<file path="src/rtl/xor_rr_scheduler_if.sv">
// Bundle of the requester and result signals of xor_rr_scheduler.
// Valid/ready: a transfer happens on a rising edge where valid and ready are both high; the
// source holds valid and its payload stable until then, and ready may depend on valid.
interface xor_rr_scheduler_if #(
  parameter int N_REQ = 4,
  parameter int WIDTH = 8,
  parameter int ID_W  = 2
);
  logic [N_REQ-1:0]       req_valid;
  logic [N_REQ*WIDTH-1:0] req_a;
  logic [N_REQ*WIDTH-1:0] req_b;
  logic [N_REQ-1:0]       req_ready;
  logic                   out_valid;
  logic [WIDTH-1:0]       out_data;
  logic [ID_W-1:0]        out_id;
  logic                   out_ready;
  logic                   busy;

  modport master (
    output req_valid, req_a, req_b, out_ready,
    input  req_ready, out_valid, out_data, out_id, busy
  );

  modport slave (
    input  req_valid, req_a, req_b, out_ready,
    output req_ready, out_valid, out_data, out_id, busy
  );
endinterface

</file>
<file path="src/rtl/xor_rr_scheduler.sv">
// Round-robin scheduler sharing one registered XOR datapath between N_REQ requesters.
// Results come back on one valid/ready port tagged with the requester index.
module xor_rr_scheduler #(
  parameter int N_REQ = 4,
  parameter int WIDTH = 8,
  parameter int ID_W  = 2
) (
  input  logic                clk,
  input  logic                rst,
  xor_rr_scheduler_if.slave   bus,
  output logic                dbg_state,
  output logic [ID_W-1:0]     dbg_rr_ptr
);

  if ((2 ** ID_W) < N_REQ) begin : g_bad_id_w
    $error("xor_rr_scheduler: ID_W too narrow to tag N_REQ requesters");
  end
  if (N_REQ < 2 || N_REQ > 8) begin : g_bad_n_req
    $error("xor_rr_scheduler: N_REQ must be in 2..8");
  end

  typedef enum logic {
    S_EMPTY = 1'b0,
    S_FULL  = 1'b1
  } state_t;

  state_t           state_q, state_d;
  logic [WIDTH-1:0] data_q, data_d;
  logic [ID_W-1:0]  id_q, id_d;
  logic [ID_W-1:0]  rr_ptr_q, rr_ptr_d;

  logic             can_accept;
  logic             found;
  logic [N_REQ-1:0] grant;
  logic [ID_W-1:0]  grant_idx;
  logic [ID_W-1:0]  ptr_after;
  logic [WIDTH-1:0] grant_data;
  int               scan_idx;

  // Scan from rr_ptr upward with wrap; the first valid requester wins.
  always_comb begin
    can_accept = (state_q == S_EMPTY) || bus.out_ready;
    found      = 1'b0;
    grant      = '0;
    grant_idx  = '0;
    ptr_after  = '0;
    grant_data = '0;
    scan_idx   = 0;
    if (!rst && can_accept) begin
      for (int k = 0; k < N_REQ; k++) begin
        scan_idx = int'(rr_ptr_q) + k;
        if (scan_idx >= N_REQ) begin
          scan_idx = scan_idx - N_REQ;
        end
        if (!found && bus.req_valid[scan_idx]) begin
          found           = 1'b1;
          grant[scan_idx] = 1'b1;
          grant_idx       = ID_W'(scan_idx);
          ptr_after       = ID_W'((scan_idx + 1) % N_REQ);
          grant_data      = bus.req_a[scan_idx*WIDTH +: WIDTH] ^ bus.req_b[scan_idx*WIDTH +: WIDTH];
        end
      end
    end
  end

  // A grant may coincide with a drain: the new result overwrites the one being taken.
  always_comb begin
    state_d  = state_q;
    data_d   = data_q;
    id_d     = id_q;
    rr_ptr_d = rr_ptr_q;
    if (found) begin
      state_d  = S_FULL;
      data_d   = grant_data;
      id_d     = grant_idx;
      rr_ptr_d = ptr_after;
    end else if (state_q == S_FULL && bus.out_ready) begin
      state_d = S_EMPTY;
    end
  end

  always_ff @(posedge clk) begin
    if (rst) begin
      state_q  <= S_EMPTY;
      data_q   <= '0;
      id_q     <= '0;
      rr_ptr_q <= '0;
    end else begin
      state_q  <= state_d;
      data_q   <= data_d;
      id_q     <= id_d;
      rr_ptr_q <= rr_ptr_d;
    end
  end

  assign bus.req_ready = grant;
  assign bus.out_valid = (state_q == S_FULL);
  assign bus.busy      = (state_q == S_FULL);
  assign bus.out_data  = data_q;
  assign bus.out_id    = id_q;
  assign dbg_state     = (state_q == S_FULL);
  assign dbg_rr_ptr    = rr_ptr_q;

endmodule

</file>
<file path="src/flat_wrapper.sv">
// flat-port wrapper written by rule: the top's interface ports become plain ports
module xor_rr_scheduler_flat 
#(
  parameter int N_REQ = 4,
  parameter int WIDTH = 8,
  parameter int ID_W  = 2
)
  (clk, rst, dbg_state, dbg_rr_ptr, bus_req_valid, bus_req_a, bus_req_b, bus_out_ready, bus_req_ready, bus_out_valid, bus_out_data, bus_out_id, bus_busy);
  xor_rr_scheduler_if #(.N_REQ(N_REQ), .WIDTH(WIDTH), .ID_W(ID_W)) bus_i ();
  input  logic clk;
  input  logic rst;
  output logic dbg_state;
  output logic [ID_W-1:0] dbg_rr_ptr;
  input wire logic [$bits(bus_i.req_valid)-1:0] bus_req_valid;
  input wire logic [$bits(bus_i.req_a)-1:0] bus_req_a;
  input wire logic [$bits(bus_i.req_b)-1:0] bus_req_b;
  input wire logic [$bits(bus_i.out_ready)-1:0] bus_out_ready;
  output wire logic [$bits(bus_i.req_ready)-1:0] bus_req_ready;
  output wire logic [$bits(bus_i.out_valid)-1:0] bus_out_valid;
  output wire logic [$bits(bus_i.out_data)-1:0] bus_out_data;
  output wire logic [$bits(bus_i.out_id)-1:0] bus_out_id;
  output wire logic [$bits(bus_i.busy)-1:0] bus_busy;
  assign bus_i.req_valid = bus_req_valid;
  assign bus_i.req_a = bus_req_a;
  assign bus_i.req_b = bus_req_b;
  assign bus_i.out_ready = bus_out_ready;
  assign bus_req_ready = bus_i.req_ready;
  assign bus_out_valid = bus_i.out_valid;
  assign bus_out_data = bus_i.out_data;
  assign bus_out_id = bus_i.out_id;
  assign bus_busy = bus_i.busy;
  xor_rr_scheduler #(.N_REQ(N_REQ), .WIDTH(WIDTH), .ID_W(ID_W)) u_core (.clk(clk), .rst(rst), .bus(bus_i), .dbg_state(dbg_state), .dbg_rr_ptr(dbg_rr_ptr));
endmodule
</file>
<file path="config.mk">
export PLATFORM = sky130hd
export DESIGN_NAME = xor_rr_scheduler_flat
export DESIGN_NICKNAME = d
export VERILOG_FILES = /design/src/rtl/xor_rr_scheduler_if.sv /design/src/rtl/xor_rr_scheduler.sv /design/src/flat_wrapper.sv
export SDC_FILE = /design/constraint.sdc
export NUM_CORES = 1
export LEC_CHECK = 0
export ABC_AREA = 1
export CORE_ASPECT_RATIO = 1.4
export CORE_MARGIN = 2
export CORE_UTILIZATION = 40
export CTS_CLUSTER_DIAMETER = 200
export DETAILED_ROUTE_END_ITERATION = 12
export GPL_ROUTABILITY_DRIVEN = 0
export PLACE_DENSITY = 0.67
export SLEW_MARGIN = 10
export SYNTH_ARGS = -nofsm -noshare
export SYNTH_HDL_FRONTEND = slang
export SYNTH_SLANG_ARGS = --single-unit
</file>
<file path="constraint.sdc">
create_clock -name clk -period 3.4 [get_ports clk]
set_input_delay 1.02 -clock clk [delete_from_list [all_inputs] [get_ports clk]]
set_output_delay 1.02 -clock clk [all_outputs]
set_load 0.05 [all_outputs]
</file>
Word level (Yosys, flattened, before mapping)
Cells that the tools add are included. Widths: inputs -> output; s select.

Register bits: 13. Bits of input ports: 71. Output and inout port bits: 19. Logic and storage cells: 119.

Add/subtract/negate cells: 11. Magnitude comparators: 12. Shift operators: 8. Muxes and demuxes: 61. Bitwise gates (word level): 8. Reductions and logical operators: 15.

Operators with widths (number): $mux 32 (8); $shiftx 32x32->8 (8); $ge 32x1->1 const B (4); $lt 32x4->1 const B (4); $ge 32x4->1 const B (3); $sub 32x4->32 const B (3); $mux 8 (5); $mux 4 (8); $xor 8x8->8 (4); $mux 1 (22); $mux 2 (10); $or 4x4->4 (3); $logic_and 1x1->1 (9); $add 2x2->2 const B (4); $bmux 1 s2 (4); $demux 1 s2 (4); $add 2x2->3 const B (2); $logic_not 1->1 (4); $sub 2x3->4 const B (1); $add 2x1->3 const B (1); $ge 2x3->1 const B (1); $reduce_bool 2->1 (1); $logic_or 1x1->1 (1); $not 1->1 (1).

Logic depth before layout (Yosys ltp)
Word-level depth: 22. Mapped depth: 18. Depth with buffers taken out: 13.

Least setup slack after synthesis
No wires, ideal clock.

Path type: flip-flop to output port. Start point: reg u_core.rr_ptr_q[1] (netlist: u_core.dbg_rr_ptr[1]). End point: out bus_req_ready[2]. Arrival: 2846 ps. Data required time: 2380 ps. Slack: -466 ps. Cell stages (with the launch flop): 15. Buffers on the path: 5. Cell sequence: dfxtp_1 -> buf_4 -> inv_1 -> buf_4 -> buf_2 -> ha_1 -> buf_4 -> inv_2 -> buf_2 -> o21ai_1 -> nor2_1 -> inv_1 -> nor2_1 -> o21ai_0 -> inv_1.

Word-level cells in the longest chain between the ends: 20. Elaborated cells between the ends (all ways): 74. Classes of those cells: add/sub: 7; order compare: 12; mux: 42; bitwise: 3; reduce/logical: 10.

RTL lines: from (decl) (line xor_rr_scheduler.sv:30) `logic [ID_W-1:0] rr_ptr_q, rr_ptr_d;`; from (signal assigned) (line xor_rr_scheduler.sv:92) `rr_ptr_q <= rr_ptr_d;`; parallel branches: the longest is 18 deep, another holds $sub 32x4->32; $mux 4 * (line xor_rr_scheduler.sv:55) `if (!found && bus.req_valid[scan_idx]) begin`; $mux 4 * (line xor_rr_scheduler.sv:49) `if (!rst && can_accept) begin`; to (decl) (line flat_wrapper.sv:18) `output wire logic [$bits(bus_i.req_ready)-1:0] bus_req_ready;`.

Every way passes the cells marked *. The select of a mux whose other input is x is not followed.

Final worst setup path
Start point: in bus_req_valid[1]. End point: out bus_req_ready[3].

Word-level cells in the longest chain between the ends: 17. Elaborated cells between the ends (all ways): 35. Classes of those cells: mux: 26; bitwise: 3; reduce/logical: 6.

RTL lines: from (decl) (line flat_wrapper.sv:14) `input wire logic [$bits(bus_i.req_valid)-1:0] bus_req_valid;`; $bmux 1 s2 (line xor_rr_scheduler.sv:55); $mux 1 (not written as such) (2 in a row) (line xor_rr_scheduler.sv:55); $mux 1 (line xor_rr_scheduler.sv:55); $mux 1 (line xor_rr_scheduler.sv:49); $logic_not 1->1 (line xor_rr_scheduler.sv:55); $logic_and 1x1->1 (line xor_rr_scheduler.sv:55); $mux 1 (line xor_rr_scheduler.sv:55); $mux 1 (line xor_rr_scheduler.sv:49); $logic_not 1->1 (line xor_rr_scheduler.sv:55); $logic_and 1x1->1 (line xor_rr_scheduler.sv:55); $mux 1 (line xor_rr_scheduler.sv:55); $mux 1 (line xor_rr_scheduler.sv:49); $logic_not 1->1 (line xor_rr_scheduler.sv:55); $logic_and 1x1->1 (line xor_rr_scheduler.sv:55); $mux 4 * (line xor_rr_scheduler.sv:55); $mux 4 * (line xor_rr_scheduler.sv:49).

Every way passes the cells marked *; elsewhere a longest branch is shown, timed or not. The select of a mux whose other input is x is not followed.

==> impl_metrics.ini <==
[floorplanning]
num_rows = 41
die_w_um = 84.6
initial_core_util_pct = 40.7
io_pins = 90
die-height_um = 117
die-area_um2 = 9880
coreArea_um2 = 8930

[place]
port_buffers = 89
place_inst = 945
place_area_um2 = 4610
dp_hpwl_um = 8210
post-place-ws_ps = -298

[global_route]
grt_usage_pct = 21.4
gr-total-overflow = 0
antenna_found_initial = 0
grt_pass1_wl_um = 18000
grt_max_degree = 119
grt_pass1_vias = 4208

[timing]
period_share_pct = 98.0
finalHoldViolations = 0
slew_headroom_pct = 30.5
setup_tns_ps = 0
period_needed_ps = 3330
finalSetupViolCount = 0
worst_slew_pin_slew_ps = 1040
slew_viol_final = 0
fmax_mhz = 300
timing.hold.ws_ps = 470
worst_slack_ps = 67.3
finClkSkew_ps = 0.648

[routing]
dr.pass1.iters = 5
final_antenna_net_count = 0
drt_iter0_drc = 272
wl_per_cell_um = 11.6
drc_errors = 0
vias = 4798
vias_per_cell = 5.03
wl_um = 11000

[power_and_ir_drop]
switching_share_pct = 57.6
internal-power_uw = 1360
clkPwrFrac_pct = 6.9
power.switching_uw = 1840
p_leak_uw = 0.00256
p_per_area_nw_per_um2 = 675
power.ir.vdd_worst_v = 0.000482
pwr-share-comb_pct = 85.5
p_seq_share_pct = 7.6

[synthesis]
yosysTopAreaCell = nand2_1
synth_most_common_cell = nand2_1
syn_inst = 770
synthFlopType = dfxtp_1
async_reset_ff_share_pct = 0
ys.warnings.count = 0
synthTopCellsByArea = nand2_1 (38%), nand3_1 (14%), o21ai_0 (8.1%)
syn_area_per_cell_um2 = 4.72
ys_seq_elements = 13
ys_top_cells_by_count = nand2_1 (369), nand3_1 (100), inv_1 (75)
synth.distinct_cells = 29
synthesis.nets = 848
synth-seq-area-share_pct = 7.16
yosysTopAreaCellShare_pct = 38.1
syn_area_um2 = 3630
synth-edff-count = 0

[min_path]
hold_end = u_core.bus.out_data[2]$_SDFFE_PP0P_
hold_path.class = flip-flop to flip-flop
min_from = u_core.bus.out_data[2]$_SDFFE_PP0P_
hold-path-cell-count = 2

[clocking]
tritoncts = done
cts_sinks = 13
cts_buffers = 3
clk_path_buf_depth = 2
ctsHtreeMaxLevel = 1
cts.clk_slew.worst_paths_ps = 50
root_buffer = clkbuf_16
clkLatencyLatePin_ps = 240

[status]
status = completed

[finish]
syn_to_final_growth_pct = 30.4
layout-drive-gt1-share_pct = 8.04
nets = 925
final_area_um2 = 4740
stdcell_count = 953
antenna_cells = 0

[setup_path]
rr_endpoint = u_core.bus.out_data[3]$_SDFFE_PP0P_
critPathKind = input port to primary output
cp.required_ps = 2380
reg2regPathDepth = 11
cp-end-kind = primary output
crit_fanout = 7
cp-start-kind = input port
critPathArrivalTime_ps = 2310
reg2reg_slack_ps = 490
reg2reg_from = u_core.dbg_rr_ptr[0]$_SDFFE_PP0P_

[run]
drv_cap = 0
-- final cells by class --
type	instances	area, um^2
fill	968	4190
clock inverter	1	5.00
tap	107	134
sequential	13	268
clock buffer	3	75.1
timing repair buffer	113	1120
inverter	78	295
multi-input combinational	638	2840
-- per-layer routing --
layer	wire, um	track usage, %	share of wire [%]	up-vias
met3	490	0.771	4.4	19
met1	4730	25.9	43	2087
li1	-	-	-	2551
met4	241	6.67	2.2	0
met2	5570	40.8	50	141
met5	0	0	0	-
-- what timing repair did --
| action | 4_1_cts | 5_1_grt |
|---|---|---|
| pin swaps | 5 | 7 |
| endpoints found under the setup margin | 4 | 4 |
| hold buffers | 0 | 0 |
| gates resized for setup | 14 | 13 |
| buffers inserted | 2 | 2 |
-- flip-flops by register name, summed over array words and instances, names as in the netlist --
signal / flops
u_core.dbg_rr_ptr: 2
u_core.bus.out_id: 2
u_core.bus.busy: 1
u_core.bus.out_data: 8
-- power by group through the flow --
stage                     Combinational (uW)  Sequential (uW)  Clock, uW
after floorplan                         1760              442          0
after global placement                  2620              244          0
after detailed placement                2660              246          0
after CTS                               2690              244        222
after global routing                    3050              250        234
final                                   2740              244        220
-- per-stage QoR --
stage | total power (uW) | utilization (%)
after floorplan | 2200 | -
after global placement | 2860 | 51.7
after detailed placement | 2910 | 51.7
after CTS | 3160 | 52.8
after global routing | 3530 | 53.1
final | 3200 | 53.1
-- worst max-delay path: stages --
cell,delay (ps)
clkdlybuf4s15_1,190
nand2_2,90
nand2_2,50
nand2_2,80
nand2_4,80
inv_4,70
buf_12,110
nor2_1,40
a21oi_1,120
o21ai_1,100
o21ai_1,160
inv_2,60
buf_12,140
-- how the worst max path moves through the flow --
stage	start	end	slack, ps	depth (start not counted)
after floorplan	u_core.dbg_rr_ptr[1]$_SDFFE_PP0P_	bus_req_ready[2]	10	15
after global placement	bus_req_valid[1]	bus_req_ready[0]	-230	13
after detailed placement	bus_req_valid[0]	bus_req_ready[2]	-300	13
after CTS	bus_req_valid[0]	bus_req_ready[2]	9	13
after global routing	bus_req_valid[1]	bus_req_ready[2]	-50	13
final	bus_req_valid[1]	bus_req_ready[3]	70	13
-- cells by family after synthesis --
kind of cell	share of synthesized area (%)
AND/OR/NAND/NOR	62.3
buffers and inverters	15.6
AO/OA/AOI/OAI	12.3
flip-flops	7.16
adder cells (fa/ha/maj)	2.41
XOR/XNOR	0.241
-- cells in the final DEF, fill, tap and decap left out, drive strengths merged, types with 7 or more instances in the layout --
cell / instances
a21oi: 7
inv: 78
nand2: 376
o21ai: 73
clkdlybuf4s50: 80
nor2: 56
or2: 7
ha: 7
nand3: 102
buf: 29
dfxtp: 13
Note: power is estimated with default switching activity, not from simulation.
==> RTL edit 1 (same flow settings) <==
`WIDTH` is set to 8 in 3 places; all go to 12.
--- a/src/rtl/xor_rr_scheduler_if.sv
+++ b/src/rtl/xor_rr_scheduler_if.sv
@@ -3,7 +3,7 @@
 // source holds valid and its payload stable until then, and ready may depend on valid.
 interface xor_rr_scheduler_if #(
   parameter int N_REQ = 4,
-  parameter int WIDTH = 8,
+  parameter int WIDTH = 12,
   parameter int ID_W  = 2
 );
   logic [N_REQ-1:0]       req_valid;
--- a/src/rtl/xor_rr_scheduler.sv
+++ b/src/rtl/xor_rr_scheduler.sv
@@ -2,7 +2,7 @@
 // Results come back on one valid/ready port tagged with the requester index.
 module xor_rr_scheduler #(
   parameter int N_REQ = 4,
-  parameter int WIDTH = 8,
+  parameter int WIDTH = 12,
   parameter int ID_W  = 2
 ) (
   input  logic                clk,
--- a/src/flat_wrapper.sv
+++ b/src/flat_wrapper.sv
@@ -2,7 +2,7 @@
 module xor_rr_scheduler_flat 
 #(
   parameter int N_REQ = 4,
-  parameter int WIDTH = 8,
+  parameter int WIDTH = 12,
   parameter int ID_W  = 2
 )
   (clk, rst, dbg_state, dbg_rr_ptr, bus_req_valid, bus_req_a, bus_req_b, bus_out_ready, bus_req_ready, bus_out_valid, bus_out_data, bus_out_id, bus_busy);
Ports: changed (resized bus_out_data, bus_req_a and bus_req_b); port bits go from 90 to 126. No check against the original RTL was run, so the function may have changed too.
==> RTL edit 1 against the original RTL <==
Cell area rose by 120%. Hold slack improved by 10 ps. Area after synthesis rose by 140%. Largest cell class unchanged. The run now ends with setup timing left. Worst setup slack got worse by 100 ps. Total power rose to 3.3 times the old value. Sequential cell count rose by 4. Synthesized cell count rose by 130%. Non-clock buffer count rose by 89. Clock power rose by 16%. Routed wire length rose to 3.8 times the old value.
==> RTL edit 1: results (changes against the original RTL) <==
Route
  • WL met1: 14.6 mm (was 4.73 mm)
  • Via/cell ratio: 5.98 (was 5.03)
  • Met2 wire length: 17.8 mm (was 5.57 mm)
  • Initial drt markers: 1,630 (was 272)
  • First drt pass iteration count: 7 (was 5)
  • WL/cell: 19.2 microns (was 11.6 microns)
  • Max layer used: met5 (was met4)

Status
  • Status: finished with violations (was finished, final reports clean)
  • Failing checks: setup timing

Logic synthesis
  • Mapped Cells: 1,806 (was 770)
  • Commonest cells post-synth: nand2_1 (738), nand3_1 (207), inv_1 (145) (was nand2_1 (369), nand3_1 (100), inv_1 (75))
  • Area contributors post-synth: nand2_1 (32%), nand3_1 (12%), o21ai_0 (7.9%) (was nand2_1 (38%), nand3_1 (14%), o21ai_0 (8.1%))
  • Mapped Nets: 1,919 (was 848)
  • Seq/Total Area, Yosys: 0.0394 (was 0.0716)

Layout
  • Share of layout cells above drive strength 1: 0.0767 (was 0.0804)
  • Nets: 2,017 (was 925)

Min path
  • Hold Crit Start: u_core.bus.out_id[1]$_SDFFE_PP0P_ (was u_core.bus.out_data[2]$_SDFFE_PP0P_)
  • WHS Endpoint: u_core.bus.out_id[1]$_SDFFE_PP0P_ (was u_core.bus.out_data[2]$_SDFFE_PP0P_)

Placement
  • Placed Cells: 2,154 (was 945)
  • Port buffer count: 125 (was 89)
  • Dpl ws: -434 ps (was -298 ps)
  • DP Wirelength: 31.9 mm (was 8.21 mm)

Setup path
  • Worst R2R Start: u_core.dbg_rr_ptr[1]$_SDFFE_PP0P_ (was u_core.dbg_rr_ptr[0]$_SDFFE_PP0P_)
  • Crit-path max FO: 5 (was 7)
  • Crit path launch: bus_req_valid[0] (was bus_req_valid[1])
  • Worst Path Arrival: 2410 ps (was 2310 ps)

Power and ir drop
  • VDD IR max: 0.430 mV (was 0.482 mV)

GRT
  • Largest net degree at the start of global routing: 112 (was 119)
  • Number of global-route vias before repair: 11,900 (was 4,208)

Timing
  • Setup ws final: -34.2 ps (was 67.3 ps)
  • Worst Skew: 10.5 ps (was 0.648 ps)
  • Final-report setup violation count: 4 (was 0)
==> RTL edit 1: cell types whose count changed in the layout (fill, tap and decap cells not counted), sizes merged, moves of 7 or more <==
cell	change
o211ai	+26
clkdlybuf4s50	+37
o22ai	+16
and2	+7
nand3	+105
o21a	+9
o21ai	+145
xor2	+18
nand2	+370
a21oi	+86
xnor2	+13
inv	+78
nor2	+55
buf	+56
==> RTL edit 1: area by class of cell <==
| cell class | count | area, sq um |
|---|---|---|
| fill | 2315 | 10800 |
| multi-input combinational | 1523 | 7160 |
| timing repair buffer | 202 | 1900 |
| inverter | 157 | 603 |
| sequential | 17 | 345 |
| tap | 260 | 325 |
| clock buffer | 3 | 75.1 |
| antenna | 3 | 7.51 |
| clock inverter | 1 | 6.26 |
==> RTL edit 1: kinds of logic after synthesis <==
logic type / after synthesis / synth area share
AOI/OAI and AO/OA: 388 / 0.249
xor gates and xnor gates: 32 / 0.0325
adders and majority gates: 10 / 0.0145
buffers and inverters: 266 / 0.148
DFF: 17 / 0.0394
other: 1 / 0.000434
and+or+nand+nor: 1092 / 0.516
==> RTL edit 1: worst max-delay path, delay by kind of cell <==
| family | cells | cell delay, ps |
|---|---|---|
| and+or+nand+nor | 7 | 680 |
| buffers and inverters | 5 | 470 |
| AOI/OAI and AO/OA | 2 | 240 |
==> RTL edit 1: worst max path at each step <==
stage | endpoint | slack, ps | cells after the start
after global routing | bus_req_ready[1] | -120 | 14
after global placement | bus_req_ready[1] | -400 | 12
after CTS | bus_req_ready[1] | 20 | 14
after floorplan | bus_req_ready[2] | 7 | 16
after detailed placement | bus_req_ready[1] | -430 | 12
final | bus_req_ready[3] | -30 | 14
==> RTL edit 1: power by group through the flow <==
stage	Clock [mW]	Combinational, mW	Sequential (mW)
2_1_floorplan	0	6.57	0.602
4_1_cts	0.252	9.57	0.386
3_5_place_dp	0	9.42	0.390
5_1_grt	0.262	10.8	0.396
3_3_place_gp	0	9.31	0.390
6_report	0.256	9.98	0.395
==> RTL edit 1: timing repair <==
action                                 in CTS  in global routing
pin swaps                                  11                  6
buffers inserted                            4                  1
endpoints found under the hold margin       0                  0
gates resized for setup                    36                  3
setup endpoints to repair                   4                  5
==> RTL edit 1: metrics by stage <==
| step | util | hold WS [ps] | TNS, ps | instance area (sq um) |
|---|---|---|---|---|
| finish | 0.492 | 480 | -98.0 | 10400 |
| global route | 0.491 | 519 | -427 | 10400 |
| CTS | 0.491 | 484 | 0 | 10400 |
| detailed placement | 0.483 | 476 | -1580 | 10200 |
| global placement | 0.483 | 458 | -1490 | 10200 |
| floorplan | - | 681 | 0 | 8750 |
==> RTL edit 1: metal layers <==
metal | global-route usage | up-vias
met1 | 0.415 | 5644
met5 | 0 | -
met3 | 0.0856 | 272
met4 | 0.289 | 2
met2 | 0.561 | 941
li1 | - | 6092
==> RTL edit 2 (same settings) <==
Without the edit above. Take the reset off `data_q` and load it in a clocked block of its own.
--- a/src/rtl/xor_rr_scheduler.sv
+++ b/src/rtl/xor_rr_scheduler.sv
@@ -82,15 +82,17 @@
   always_ff @(posedge clk) begin
     if (rst) begin
       state_q  <= S_EMPTY;
-      data_q   <= '0;
       id_q     <= '0;
       rr_ptr_q <= '0;
     end else begin
       state_q  <= state_d;
-      data_q   <= data_d;
       id_q     <= id_d;
       rr_ptr_q <= rr_ptr_d;
     end
+  end
+
+  always_ff @(posedge clk) begin
+    data_q <= data_d;
   end
 
   assign bus.req_ready = grant;
Check against the original RTL: differs if rst is asserted again (counterexample within 4 cycles, from zero or initial values and one cycle with rst high); with rst held inactive, the same outputs for 4 cycles.
==> RTL edit 2 against the original RTL <==
Sequential cell count stayed put. Sequential share of layout area is 2.6 points higher. Worst setup slack better by 45 ps. Combinational power is 8.4% lower. Area after synthesis is 15% lower. Total power is 9.4% lower. Non-clock buffer count is 6 higher. Global-route usage is 0.070 points lower. Cell area is 11% lower. Critical path depth is 2 lower. Via count is 20% lower. Hold slack better by 5.8 ps. Routed wire length is 17% lower. Synthesized cell count is 23% lower.
==> RTL edit 2: results (changes against the original RTL) <==
Status
  • Status: finished, final reports clean (unchanged)

Setup path
  • Crit-path max FO: 5 (was 7)
  • Critical Path End: bus_req_ready[0] (was bus_req_ready[3])
  • Worst Path Arrival: 2270 ps (was 2310 ps)
  • R2R setup slack: 840 ps (was 490 ps)
  • Worst R2R Path Depth: 13 (was 11)
  • Crit Reg-Reg Endpoint: u_core.bus.out_data[4]$_SDFFCE_PN0P_ (was u_core.bus.out_data[3]$_SDFFE_PP0P_)
  • Crit path launch: bus_req_valid[3] (was bus_req_valid[1])

GRT
  • Largest net degree at the start of global routing: 68 (was 119)
  • GR met1 Demand/Resource: 0.225 (was 0.259)
  • GRT Overall Usage: 0.213 (was 0.214)
  • First-pass GRT wire length: 14.8 mm (was 18.0 mm)
  • GR Util met3: 0.0101 (was 0.00771)
  • Met2 GRT Util: 0.429 (was 0.408)

Logic synthesis
  • Mapped Nets: 671 (was 848)
  • Area contributors post-synth: nand2_1 (25%), nand3_1 (13%), inv_1 (11%) (was nand2_1 (38%), nand3_1 (14%), o21ai_0 (8.1%))
  • Post-synth EDFFs: 8 (was 0)
  • Seq/Total Area, Yosys: 0.111 (was 0.0716)
  • Ys flop type: edfxtp_1 (was dfxtp_1)
  • Count of different cell masters after synthesis: 35 (was 29)
  • Mapped Cells: 594 (was 770)

Layout
  • Fillers: 760 (was 968)
  • Nets: 764 (was 925)
  • Area of the multi-input gates: 2200 sq um (was 2840 sq um)
  • Fin cells: 783 (was 953)

Timing
  • Setup ws final: 113 ps (was 67.3 ps)
  • Hold WS: 476 ps (was 470 ps)
  • Worst slew pin tran: 632 ps (was 1040 ps)
  • Worst Skew: 8.68 ps (was 0.648 ps)

Power and ir drop
  • Sw Share: 0.563 (was 0.576)
  • Clk pwr share: 0.047 (was 0.069)
  • LEAKAGE: 2.10 nW (was 2.56 nW)
  • Clock net power: 0.135 mW (was 0.220 mW)
  • Combinational Power: 2.51 mW (was 2.74 mW)
  • VDD IR max: 0.375 mV (was 0.482 mV)

Placement
  • Placed inst area: 4090 sq um (was 4610 sq um)
  • Placed Cells: 772 (was 945)
  • Dpl ws: -325 ps (was -298 ps)
  • DP Wirelength: 7.13 mm (was 8.21 mm)

Route
  • Initial drt markers: 113 (was 272)
  • Metal3 WL: 352 microns (was 490 microns)
  • Drt total wl: 9.12 mm (was 11.0 mm)
  • WL met1: 3.56 mm (was 4.73 mm)
  • Vias: 3,843 (was 4,798)
  • Met2 wire length: 5.00 mm (was 5.57 mm)
  • First drt pass iteration count: 5 (unchanged)

Clocking
  • CTS max path bufs: 2 (unchanged)
  • Setup repair bufs after CTS: 5 (was 2)
  • Root Driver: clkbuf_8 (was clkbuf_16)
  • Cts repair resizes: 24 (was 14)
==> RTL edit 2: cell count changes in the layout (fill, tap and decap cells not counted), sizes merged, moves of 16 or more <==
cell | unedited run | this run
nor2 | 56 | 32
nand3 | 102 | 78
o21ai | 73 | 93
inv | 78 | 94
nand2 | 376 | 206
==> RTL edit 2: worst min-delay path by stage <==
stage                                            from                                end  depth (start not counted)
finish              u_core.bus.out_id[0]$_SDFFE_PP0P_  u_core.bus.out_id[0]$_SDFFE_PP0P_                          2
global route        u_core.bus.out_id[0]$_SDFFE_PP0P_  u_core.bus.out_id[0]$_SDFFE_PP0P_                          2
CTS                 u_core.bus.out_id[0]$_SDFFE_PP0P_  u_core.bus.out_id[0]$_SDFFE_PP0P_                          2
detailed placement  u_core.bus.out_id[0]$_SDFFE_PP0P_  u_core.bus.out_id[0]$_SDFFE_PP0P_                          2
global placement    u_core.bus.out_id[1]$_SDFFE_PP0P_  u_core.bus.out_id[1]$_SDFFE_PP0P_                          2
floorplan           u_core.bus.out_id[1]$_SDFFE_PP0P_  u_core.bus.out_id[1]$_SDFFE_PP0P_                          2
==> RTL edit 2: area by class of cell <==
type,instances,area share
tap,97,0.0287
timing repair buffer,119,0.269
sequential,13,0.0822
inverter,97,0.0892
multi-input combinational,453,0.520
clock buffer,4,0.0106
==> RTL edit 2: logic make-up (layout without fill, tap and decap cells) <==
kind of cell | count (synthesis) | in the layout | share of synthesized area
AO/OA/AOI/OAI | 114 | 114 | 0.202
flip-flops | 13 | 13 | 0.111
XOR/XNOR | 5 | 5 | 0.0143
buffers and inverters | 128 | 220 | 0.192
adder cells (fa/ha/maj) | 6 | 6 | 0.0244
AND/OR/NAND/NOR | 328 | 328 | 0.457
